[config.mk]
export PLATFORM = sky130hd
export DESIGN_NAME = reg2mem_sequencer
export DESIGN_NICKNAME = d
export VERILOG_FILES = /design/src/rtl/reg2mem_sequencer.sv
export SDC_FILE = /design/constraint.sdc
export NUM_CORES = 1
export LEC_CHECK = 0
export CORE_ASPECT_RATIO = 0.7
export CORE_UTILIZATION = 29
export CTS_CLUSTER_SIZE = 8
export DETAILED_ROUTE_END_ITERATION = 12
export PLACE_DENSITY_LB_ADDON = 0.08
export SYNTH_ARGS = -nofsm -noshare
export SYNTH_HDL_FRONTEND = slang
export SYNTH_SLANG_ARGS = --single-unit
[constraint.sdc]
create_clock -name clk -period 2.5 [get_ports clk]
set_clock_uncertainty 0.05 [all_clocks]
set_input_delay 0.5 -clock clk [delete_from_list [all_inputs] [get_ports clk]]
set_output_delay 0.5 -clock clk [all_outputs]
set_load 0.1 [all_outputs]
[src/rtl/reg2mem_sequencer.sv]
// reg2mem_sequencer: turns WRITE/READ/COPY/SWAP requests into timed
// reg2mem opcode sequences and returns the sampled result.
//
// Handshakes: a transfer happens on a rising edge where valid and ready are
// both high. The request side is ready only in IDLE. The response side holds
// rsp_valid and a stable rsp_data until rsp_ready is seen.
module reg2mem_sequencer #(
  parameter int unsigned HOLD_CYCLES = 2,
  parameter logic [3:0]  R0          = 4'd14,
  parameter logic [3:0]  R1          = 4'd15
) (
  input  logic       clk,
  input  logic       rst,
  input  logic       req_valid,
  output logic       req_ready,
  input  logic [1:0] req_cmd,
  input  logic [3:0] req_a,
  input  logic [3:0] req_b,
  input  logic [3:0] req_data,
  output logic [9:0] opcode,
  input  logic [3:0] res,
  output logic       rsp_valid,
  input  logic       rsp_ready,
  output logic [3:0] rsp_data,
  output logic       busy,
  output logic [1:0] dbg_state
);

  localparam logic [9:0] IDLE_OP   = 10'b11_0000_0000;
  localparam logic [3:0] HOLD_LAST = 4'(HOLD_CYCLES - 1);

  localparam logic [1:0] CMD_WRITE = 2'b00;
  localparam logic [1:0] CMD_READ  = 2'b01;
  localparam logic [1:0] CMD_COPY  = 2'b10;
  localparam logic [1:0] CMD_SWAP  = 2'b11;

  typedef enum logic [1:0] {
    S_IDLE  = 2'd0,
    S_ISSUE = 2'd1,
    S_RESP  = 2'd2
  } state_t;

  state_t     r_state;
  logic [2:0] r_step;
  logic [3:0] r_hold;
  logic [1:0] r_cmd;
  logic [3:0] r_a;
  logic [3:0] r_b;
  logic [3:0] r_data;
  logic [9:0] r_opcode;
  logic       r_req_ready;
  logic       r_rsp_valid;
  logic       r_busy;
  logic [3:0] r_rsp_data;

  logic [2:0] w_step_next;
  logic [2:0] w_last_step;
  logic [3:0] w_rsp_value;

  // Step table: opcode for a given command and step index.
  function automatic logic [9:0] step_op(input logic [1:0] cmd,
                                         input logic [2:0] step,
                                         input logic [3:0] a,
                                         input logic [3:0] b,
                                         input logic [3:0] d);
    logic [9:0] op;
    op = IDLE_OP;
    case (cmd)
      CMD_WRITE: op = {2'b00, d, b};
      CMD_READ:  op = {2'b11, 4'h0, b};
      CMD_COPY: begin
        case (step)
          3'd0:    op = {2'b10, R0, a};
          3'd1:    op = {2'b01, R0, b};
          default: op = {2'b11, 4'h0, b};
        endcase
      end
      default: begin
        case (step)
          3'd0:    op = {2'b10, R0, a};
          3'd1:    op = {2'b10, R1, b};
          3'd2:    op = {2'b01, R0, b};
          default: op = {2'b01, R1, a};
        endcase
      end
    endcase
    return op;
  endfunction

  // Index of the final step and the response value for the latched command.
  always_comb begin
    w_step_next = r_step + 3'd1;
    w_last_step = 3'd0;
    w_rsp_value = 4'd0;
    case (r_cmd)
      CMD_WRITE: begin
        w_last_step = 3'd0;
        w_rsp_value = r_data;
      end
      CMD_READ: begin
        w_last_step = 3'd0;
        w_rsp_value = res;
      end
      CMD_COPY: begin
        w_last_step = 3'd2;
        w_rsp_value = res;
      end
      default: begin
        w_last_step = 3'd3;
        w_rsp_value = 4'd0;
      end
    endcase
  end

  // Sequencer FSM: accept, issue each step for HOLD_CYCLES cycles, respond.
  always_ff @(posedge clk) begin
    if (rst) begin
      r_state     <= S_IDLE;
      r_step      <= 3'd0;
      r_hold      <= 4'd0;
      r_cmd       <= 2'd0;
      r_a         <= 4'd0;
      r_b         <= 4'd0;
      r_data      <= 4'd0;
      r_opcode    <= IDLE_OP;
      r_req_ready <= 1'b1;
      r_rsp_valid <= 1'b0;
      r_busy      <= 1'b0;
      r_rsp_data  <= 4'd0;
    end else begin
      case (r_state)
        S_IDLE: begin
          if (req_valid && r_req_ready) begin
            r_cmd       <= req_cmd;
            r_a         <= req_a;
            r_b         <= req_b;
            r_data      <= req_data;
            r_step      <= 3'd0;
            r_hold      <= 4'd0;
            r_opcode    <= step_op(req_cmd, 3'd0, req_a, req_b, req_data);
            r_req_ready <= 1'b0;
            r_busy      <= 1'b1;
            r_state     <= S_ISSUE;
          end
        end
        S_ISSUE: begin
          if (r_hold == HOLD_LAST) begin
            r_hold <= 4'd0;
            if (r_step == w_last_step) begin
              // res reflects the read opcode that has just been held.
              r_rsp_data  <= w_rsp_value;
              r_rsp_valid <= 1'b1;
              r_opcode    <= IDLE_OP;
              r_state     <= S_RESP;
            end else begin
              r_step   <= w_step_next;
              r_opcode <= step_op(r_cmd, w_step_next, r_a, r_b, r_data);
            end
          end else begin
            r_hold <= r_hold + 4'd1;
          end
        end
        S_RESP: begin
          if (rsp_ready) begin
            r_rsp_valid <= 1'b0;
            r_req_ready <= 1'b1;
            r_busy      <= 1'b0;
            r_state     <= S_IDLE;
          end
        end
        default: begin
          r_opcode    <= IDLE_OP;
          r_req_ready <= 1'b1;
          r_rsp_valid <= 1'b0;
          r_busy      <= 1'b0;
          r_state     <= S_IDLE;
        end
      endcase
    end
  end

  assign opcode    = r_opcode;
  assign req_ready = r_req_ready;
  assign rsp_valid = r_rsp_valid;
  assign rsp_data  = r_rsp_data;
  assign busy      = r_busy;
  assign dbg_state = r_state;

endmodule

==> flow_summary.json <==
{
  "status": "complete, no violations",
  "endpoint_kind": "flop",
  "synth_top_area_share_pct": 37.1,
  "pwr_density_cell_nw_per_um2": 616,
  "first_global_vias": 2010,
  "cts_max_level": 2,
  "drtIter0Drc": 104,
  "fin_crit_ns": 2.31,
  "r2r_cells": 7,
  "finalNonFillerCells": 426,
  "die_y_um": 74.2,
  "totalPowerFinal_uw": 1740,
  "post_cts_buffers": 0,
  "async_flop_share_pct": 0,
  "slowest_stage": "or4_4",
  "fin_tns_setup_ns": 0,
  "grt_max_degree": 22,
  "maxSlewHeadroom_pct": 52.8,
  "hold_viol": 0,
  "drt-wirelength-per-cell_um": 14.8,
  "r2r_slack_ns": 0.19,
  "syn2layout_area_growth_pct": 30.7,
  "reg2reg_to": "rsp_data[0]",
  "min_from": "r_a[1]",
  "rsz0062_at_grt": "false",
  "drt_first_pass_iters": 4,
  "cts_inserted_buffers": 5,
  "cts-root-buf": "clkbuf_8",
  "synth-seq-cells": 40,
  "antenna_found_initial": 0,
  "clkLatencyLatePin_ns": 0.30,
  "place.gp.congestion": 0.849,
  "dieWidth_um": 105,
  "cp.arrival_ns": 2.49,
  "setup_viol": 0,
  "synth_most_common_cell": "nand2_1",
  "grt_usage_pct": 17.0,
  "synthTopCellsByArea": "dfxtp_1 (37%), a21oi_1 (11%), nand2_1 (8.5%)",
  "drv_slew": 0,
  "antennaDiodeCount": 0,
  "io_buffer_count": 40,
  "p_leak_uw": 0.00106,
  "yosys.cell_types.count": 41,
  "regToRegStartpoint": "r_cmd[0]",
  "synth_edf_count": 0,
  "drv_cap": 0,
  "vias": 2117,
  "min_period_over_period_pct": 92.4,
  "synthCells": 281,
  "place_inst": 418,
  "path_buf_inv": 1,
  "hold_depth": 2,
  "syn_nets": 313,
  "cts_tree": "done",
  "fin_nets": 363,
  "num_rows": 25,
  "coreArea_um2": 6980,
  "fmax_mhz": 433,
  "yosysTopAreaCell": "dfxtp_1",
  "worst_pin_slew_ns": 0.706,
  "critPathMaxStageDelay_ns": 0.51,
  "hp-class": "flop to flop",
  "ys_top_cells_by_count": "nand2_1 (49), a21oi_1 (46), dfxtp_1 (40)",
  "seq_area_frac_synth_pct": 37.1,
  "synth_area_per_cell_um2": 7.68,
  "critPathKind": "flop to flop",
  "ioPinCount": 41,
  "die-area_um2": 7800,
  "grt_pass1_wl_um": 10200,
  "crit_required_ns": 2.68,
  "start_kind": "flop",
  "clk_pin_slew_ns": 0.09,
  "crit_fanout": 10,
  "cts.sinks": 40,
  "crit_chain": "inv_1 > ha_1 > or4_4 > a31oi_4 > nand3_4 > or3_1 > a21oi_1",
  "yosysWarnings": 0,
  "synth_area_um2": 2160,
  "drive_gt1_share_pct": 14.5,
  "dp_hpwl_um": 4770,
  "peakVddDrop_mv": 0.247,
  "start_util_pct": 30.9,
  "drc": 0,
  "clockBufferDepth": 2,
  "grt_overflow": 0,
  "via_per_inst": 4.97,
  "fin_util_pct": 40.4,
  "ys.flop_type": "dfxtp_1",
  "postRouteAntennaNets": 0,
  "holdPathEnd": "r_a[1]",
  "hold_buffers": 0,
  "routed_wl_um": 6300,
  "crit_family": "simple AND/OR/NAND/NOR gates"
}
==> timing repair <==
item | 4_1_cts | 5_1_grt
endpoints found under the hold margin | 0 | 0
resized for setup | 0 | 1
endpoints found under the setup margin | 0 | 1
==> worst min-delay path, delay by kind of cell (launching register included) <==
| kind | cells | cell delay [ns] |
|---|---|---|
| compound gates | 1 | 0.05 |
| flops | 1 | 0.31 |
| simple gates | 1 | 0.05 |
==> worst max path at each step <==
| stage | from | endpoint | slack [ns] | depth (start not counted) |
|---|---|---|---|---|
| 6_report | r_cmd[0] | rsp_data[0] | 0.19 | 7 |
| 4_1_cts | r_cmd[0] | rsp_data[0] | 0.18 | 7 |
| 5_1_grt | r_cmd[0] | rsp_data[0] | 0.03 | 7 |
| 3_3_place_gp | req_valid | opcode[9] | 0.21 | 5 |
| 3_5_place_dp | r_cmd[0] | rsp_data[0] | 0.21 | 7 |
| 2_1_floorplan | dbg_state[0] | opcode[8] | 0.10 | 5 |
==> kinds of logic (layout without fill, tap and decap cells) <==
family                     count (synthesis)  count (layout)  share of synthesized area, %
muxes                                      4               4                          1.86
DFF                                       40              40                          37.1
xor gates and xnor gates                   2               2                         0.812
and+or+nand+nor                          104             104                          22.8
buffers and inverters                     27              78                          4.70
AOI/OAI and AO/OA                         94              94                          26.9
adders and majority gates                 10              10                          5.80
==> cell type report <==
type | instances | area, um2
clock buffers | 7 | 86.3
clock inverters | 1 | 7.51
fillers | 746 | 4150
inverters | 14 | 52.6
multi-input cells | 214 | 1260
flip-flops and latches | 40 | 801
well taps | 94 | 118
repair buffers | 56 | 498
==> stage by stage <==
stage / setup WS, ns / area [um2] / hold slack [ns]
after floorplan: 0.104 / 2160 / 0.382
after global placement: 0.210 / 2730 / 0.394
after detailed placement: 0.210 / 2730 / 0.396
after CTS: 0.177 / 2820 / 0.409
after global routing: 0.0318 / 2820 / 0.420
final: 0.189 / 2820 / 0.405
==> registers in the layout, indices dropped and copies added (netlist names) <==
name	flops
r_a	4
busy	1
r_step	3
r_data	4
opcode	10
rsp_valid	1
r_cmd	2
r_hold	4
req_ready	1
rsp_data	4
dbg_state	2
r_b	4
==> metal layers <==
| metal | share of wire (%) | track usage (%) | up-vias |
|---|---|---|---|
| li1 | - | - | 1092 |
| met1 | 54 | 24.0 | 978 |
| met2 | 41 | 26.0 | 38 |
| met3 | 3.7 | 3.77 | 9 |
| met4 | 1.4 | 5.01 | 0 |
| met5 | 0 | 0 | - |
==> layout by cell type (no fill, tap or decap), types with 2 or more instances in the layout <==
| master | instances |
|---|---|
| a21boi_0 | 4 |
| o21a_1 | 2 |
| dfxtp_1 | 40 |
| o21ai_0 | 8 |
| nand2b_1 | 5 |
| a211o_1 | 4 |
| a311oi_1 | 3 |
| nor3_1 | 4 |
| clkbuf_8 | 6 |
| nor2_1 | 25 |
| a21oi_1 | 46 |
| nor4b_1 | 2 |
| nand3b_1 | 2 |
| mux2i_1 | 4 |
| a211oi_1 | 14 |
| or3_1 | 2 |
| buf_12 | 2 |
| nand2_1 | 49 |
| clkdlybuf4s50_1 | 21 |
| nand3_1 | 5 |
| ha_1 | 10 |
| o21ai_1 | 5 |
| inv_1 | 14 |
| buf_4 | 33 |
==> power breakdown <==
group / internal (uW) / switching, uW / total (uW)
Sequential: 682 / 34.0 / 716
Clock: 225 / 245 / 470
Combinational: 172 / 381 / 552
Total: 1080 / 659 / 1740
Power figures use the tool's default switching activity.
